## config.mk

```make
export PLATFORM = sky130hd
export DESIGN_NAME = serial_adder
export DESIGN_NICKNAME = d
export VERILOG_FILES = /design/src/rtl/serial_adder_pkg.sv /design/src/rtl/serial_adder_full_adder.sv /design/src/rtl/serial_adder.sv
export SDC_FILE = /design/constraint.sdc
export NUM_CORES = 1
export LEC_CHECK = 0
export ABC_AREA = 1
export CORE_AREA = 2 2 46 81
export DETAILED_ROUTE_END_ITERATION = 10
export DIE_AREA = 0 0 48 83
export GPL_TIMING_DRIVEN = 0
export HOLD_SLACK_MARGIN = 0.1
export PLACE_DENSITY = 0.89
export SETUP_SLACK_MARGIN = 0.2
export SYNTH_ARGS = -nofsm -noshare
export SYNTH_HDL_FRONTEND = slang
export SYNTH_SLANG_ARGS = --single-unit
```

## constraint.sdc

```tcl
create_clock -name clk -period 2.1 [get_ports clk]
set_input_delay 0.42 -clock clk [delete_from_list [all_inputs] [get_ports clk]]
set_output_delay 0.42 -clock clk [all_outputs]
set_load 0.05 [all_outputs]
```

## src/rtl/serial_adder_pkg.sv

```systemverilog
// ============================================================================
// Module      : serial_adder_pkg
// Description : Shared FSM encodings and sizing helper for serial_adder.
// Revision    : 1.0 - initial release
// ============================================================================
`default_nettype none

package serial_adder_pkg;

   localparam logic [1:0] IDLE = 2'd0;
   localparam logic [1:0] RUN  = 2'd1;
   localparam logic [1:0] DONE = 2'd2;

   typedef enum logic [1:0] {
      ST_IDLE = IDLE,
      ST_RUN  = RUN,
      ST_DONE = DONE
   } state_e;

   // One extra bit so the counter can represent WIDTH itself without wrapping.
   function automatic int cnt_width(input int w);
      return $clog2(w) + 1;
   endfunction

endpackage

`default_nettype wire

```

## src/rtl/serial_adder_full_adder.sv

```systemverilog
// ============================================================================
// Module      : full_adder
// Description : Single-bit combinational full adder for the serial datapath.
// Revision    : 1.0 - initial release
// ============================================================================
`default_nettype none

module full_adder (
   input  logic a,
   input  logic b,
   input  logic cin,
   output logic s,
   output logic cout
);

   assign s    = a ^ b ^ cin;
   assign cout = (a & b) | (a & cin) | (b & cin);

endmodule

`default_nettype wire

```

## src/rtl/serial_adder.sv

```systemverilog
// ============================================================================
// Module      : serial_adder
// Description : Bit-serial adder/subtractor, LSB first, one bit per clock.
//               Subtraction is enabled by defining SERIAL_ADDER_SUB_EN.
// Revision    : 1.0 - initial release
// ============================================================================
`default_nettype none

module serial_adder
   import serial_adder_pkg::*;
#(
   parameter int WIDTH = 8
) (
   input  logic             clk,
   input  logic             rst_n,
   input  logic             start,
   input  logic [WIDTH-1:0] A,
   input  logic [WIDTH-1:0] B,
   input  logic             SUB,
   output logic             busy,
   output logic             done,
   output logic [WIDTH-1:0] S,
   output logic             C
);

   localparam int CW = cnt_width(WIDTH);

   logic [1:0]       r_state;
   logic [WIDTH-1:0] r_a;
   logic [WIDTH-1:0] r_b;
   logic [WIDTH-2:0] r_sum;
   logic [CW-1:0]    r_cnt;
   logic             r_cy;

   logic             w_sub;
   logic             w_s;
   logic             w_co;
   logic [WIDTH-1:0] w_sum_next;

`ifdef SERIAL_ADDER_SUB_EN
   assign w_sub = SUB;
`else
   // Add-only build: SUB is kept on the interface but forced inactive.
   assign w_sub = SUB & 1'b0;
`endif

   full_adder u_fa (
      .a    (r_a[0]),
      .b    (r_b[0]),
      .cin  (r_cy),
      .s    (w_s),
      .cout (w_co)
   );

   // New sum bit enters at the MSB; the register keeps the upper WIDTH-1 bits.
   assign w_sum_next = {w_s, r_sum};

   always_ff @(posedge clk) begin
      if (!rst_n) begin
         r_state <= IDLE;
         r_a     <= '0;
         r_b     <= '0;
         r_sum   <= '0;
         r_cnt   <= '0;
         r_cy    <= 1'b0;
         S       <= '0;
         C       <= 1'b0;
      end else begin
         case (r_state)
            IDLE: begin
               if (start) begin
                  r_a     <= A;
                  r_b     <= B ^ {WIDTH{w_sub}};
                  r_cy    <= w_sub;
                  r_cnt   <= '0;
                  r_sum   <= '0;
                  r_state <= RUN;
               end
            end
            RUN: begin
               r_a   <= r_a >> 1;
               r_b   <= r_b >> 1;
               r_sum <= w_sum_next[WIDTH-1:1];
               r_cy  <= w_co;
               r_cnt <= r_cnt + CW'(1);
               if (r_cnt == CW'(WIDTH - 1)) begin
                  S       <= w_sum_next;
                  C       <= w_co;
                  r_state <= DONE;
               end
            end
            DONE: begin
               r_state <= IDLE;
            end
            default: begin
               r_state <= IDLE;
            end
         endcase
      end
   end

   assign busy = (r_state == RUN) || (r_state == DONE);
   assign done = (r_state == DONE);

endmodule

`default_nettype wire

```

==> results by group <==
Outcome
  • Outcome: complete, no violations

Synth
  • Sequential share of the synthesized area: 0.432
  • Synthesized Nets: 269
  • Mapped Cells: 243
  • Syn_area_per_cell: 7.44 sq um
  • Post-Syn Area: 1810 sq um
  • Synth warn: 0
  • Unique masters post-synth: 21
  • Post-synthesis register bit count: 39

Final layout
  • Commonest non-fill, non-tap cell in the layout: nand2_1
  • Final nets: 304
  • Layout cells sized above 1: 0.126
  • Area growth, synth to finish: 24.3%
  • Antenna diodes: 0
  • Commonest cells after routing, fill and taps aside: 84 x nand2_1, 39 x dfxtp_1, 35 x nor2_1

Route
  • Via density: 5.13
  • Wire length per cell: 12.2 microns
  • 1st-iter DRT viols: 50
  • Vias after detailed routing: 1,658
  • Final wirelength: 3.95 mm
  • # DRC: 0
  • Post-route ant nets: 0
  • 1st-pass router iterations: 4

Min path
  • Hold depth: 3
  • Type of the worst min-delay path: in2reg
  • Worst hold start: rst_n
  • Hold Path End: r_b[4]$_SDFFE_PN0P_

Floorplanning
  • Row cnt: 28
  • Die width: 48 microns
  • I/O pin count: 31
  • Die area: 3980 sq um
  • Die span in y: 83 microns
  • Core Area: 3330 sq um
  • Initial Util: 0.543

Setup path
  • Crit-path max FO: 2
  • Kind of critical path: reg2out
  • RR Startpoint: r_state[0]$_SDFFE_PN0P_
  • CP top delay family: buffers and inverters
  • Crit path cell chain: clkdlybuf4s50_1
  • FF-to-FF End: r_sum[6]$_SDFFE_PN0P_
  • CP Buf/Inv Count: 1
  • Cells on worst reg2reg path: 7
  • CP Capture Type: output port
  • Slowest stage delay, CP: 0.81 ns
  • Slowest cell on crit path: clkdlybuf4s50_1
  • Required @ worst endpoint: 1.68 ns
  • R2R Setup Slk: 0.53 ns
  • CP arrival: 1.46 ns
  • Critical Path Source Type: register

STA
  • Period utilization: 0.893
  • Hold Fails Final Rpt: 0
  • Setup_tns: 0 ns
  • Slew headroom: 0.644
  • Fmax: 533 MHz
  • Setup violators final: 0
  • Hold slack: 0.451 ns
  • Worst slew pin tran: 0.534 ns
  • Unrepaired setup endpoints after global routing: false
  • Tmin final: 1.88 ns
  • Worst Clk Skew: 0.00681 ns
  • Max Slew Vio Count: 0

Pwr
  • Maximum vdd drop: 0.000761 V
  • PD cells: 1250 nW/um^2
  • Leak Pwr: 0.938 nW

Placement
  • Detailed Place HPWL: 2.83 mm
  • IO Port Bufs: 28
  • GP Congestion: 0.815

GRT
  • Initial antenna violation count: 0
  • Total global-route track usage: 0.222
  • Vias in the first global route: 1,640
  • Total gr overflow: 0
  • First-pass GRT wire length: 6.54 mm
  • Largest net degree at the start of global routing: 13

Clock tree
  • Longest Clk Path Bufs: 2
  • CTS tree: built
  • Post-CTS Hold Buffers: 0
  • CTS H-tree depth: 2
  • Worst skew pair latency: 0.30 ns
  • CTS Buf Count: 5
  • Clock Tree Root: clkbuf_8
  • Post-CTS Setup Inserts: 0
  • TritonCTS Sinks: 39
  • CTS clock-pin slew for the worst setup and hold paths: 0.08 ns

Run
  • Max-Cap Viols: 0
==> report_power, final <==
| part | switching, W | internal [W] |
|---|---|---|
| clock | 0.000263 | 0.000347 |
| combinational | 0.000766 | 0.000433 |
| sequential | 0.0000965 | 0.000906 |
| total | 0.00113 | 0.00169 |
==> registers in the layout, summed over array words and instances (netlist names) <==
register / cells
C: 1
S: 8
r_a: 8
r_b: 8
r_cnt: 4
r_cy: 1
r_state: 2
r_sum: 7
==> per-layer routing <==
metal,up-vias,global-route usage,share of wire
met2,41,0.396,0.56
met1,772,0.221,0.38
met3,12,0.0500,0.035
li1,833,-,-
met5,-,0,0
met4,0,0.0983,0.032
==> stage by stage <==
stage	cell area [sq um]	power, W	utilization	setup slack, ns	instances
3_3_place_gp	2140	0.00218	0.644	0.183	316
6_report	2250	0.00281	0.675	0.225	323
3_5_place_dp	2140	0.00222	0.644	0.161	316
2_1_floorplan	1810	0.00194	-	0.721	243
5_1_grt	2250	0.00299	0.675	0.202	323
4_1_cts	2250	0.00282	0.676	0.121	323
==> cells by family (layout without fill, tap and decap cells) <==
kind of cell | after synthesis | count (layout) | synth area share
and+or+nand+nor | 133 | 133 | 0.299
AOI/OAI and AO/OA | 42 | 42 | 0.145
DFF | 39 | 39 | 0.432
buffers and inverters | 23 | 58 | 0.0782
adders and majority gates | 6 | 6 | 0.0457
==> cell usage after synthesis (all sizes together) <==
| cell | number | area [sq um] |
|---|---|---|
| o21ai | 17 | 108 |
| fa | 1 | 20.0 |
| clkbuf | 2 | 7.51 |
| buf | 10 | 86.3 |
| nor2 | 35 | 131 |
| nand4 | 1 | 21.3 |
| inv | 10 | 42.5 |
| nand2 | 90 | 353 |
| dfxtp | 39 | 781 |
| a21oi | 25 | 155 |
| clkinv | 1 | 5.00 |
| nand3 | 7 | 35.0 |
| ha | 5 | 62.6 |
==> area by class of cell <==
| cell class | instances | area, sq um |
|---|---|---|
| plain buffers | 12 | 93.8 |
| clock buffers | 5 | 68.8 |
| clock inverters | 2 | 37.5 |
| fillers | 284 | 1080 |
| inverters | 11 | 47.5 |
| multi-input cells | 181 | 886 |
| flip-flops and latches | 39 | 781 |
| well taps | 45 | 56.3 |
| repair buffers | 28 | 277 |
==> worst max-delay path by stage <==
| stage | slack [ns] | cells past startpoint | start | end |
|---|---|---|---|---|
| 5_1_grt | 0.20 | 1 | S[0]$_SDFFE_PN0P_ | S[0] |
| 6_report | 0.22 | 1 | S[0]$_SDFFE_PN0P_ | S[0] |
| 4_1_cts | 0.12 | 3 | r_state[0]$_SDFFE_PN0P_ | busy |
| 3_5_place_dp | 0.16 | 3 | r_state[0]$_SDFFE_PN0P_ | busy |
| 2_1_floorplan | 0.72 | 2 | r_state[0]$_SDFFE_PN0P_ | busy |
| 3_3_place_gp | 0.18 | 3 | r_state[0]$_SDFFE_PN0P_ | busy |
==> repair_timing <==
action / CTS / global route
pin swaps: 0 / 0
endpoints found under the setup margin: 2 / 2
resized for setup: 2 / 3
endpoints found under the hold margin: 0 / 0
Power figures use the tool's default switching activity.
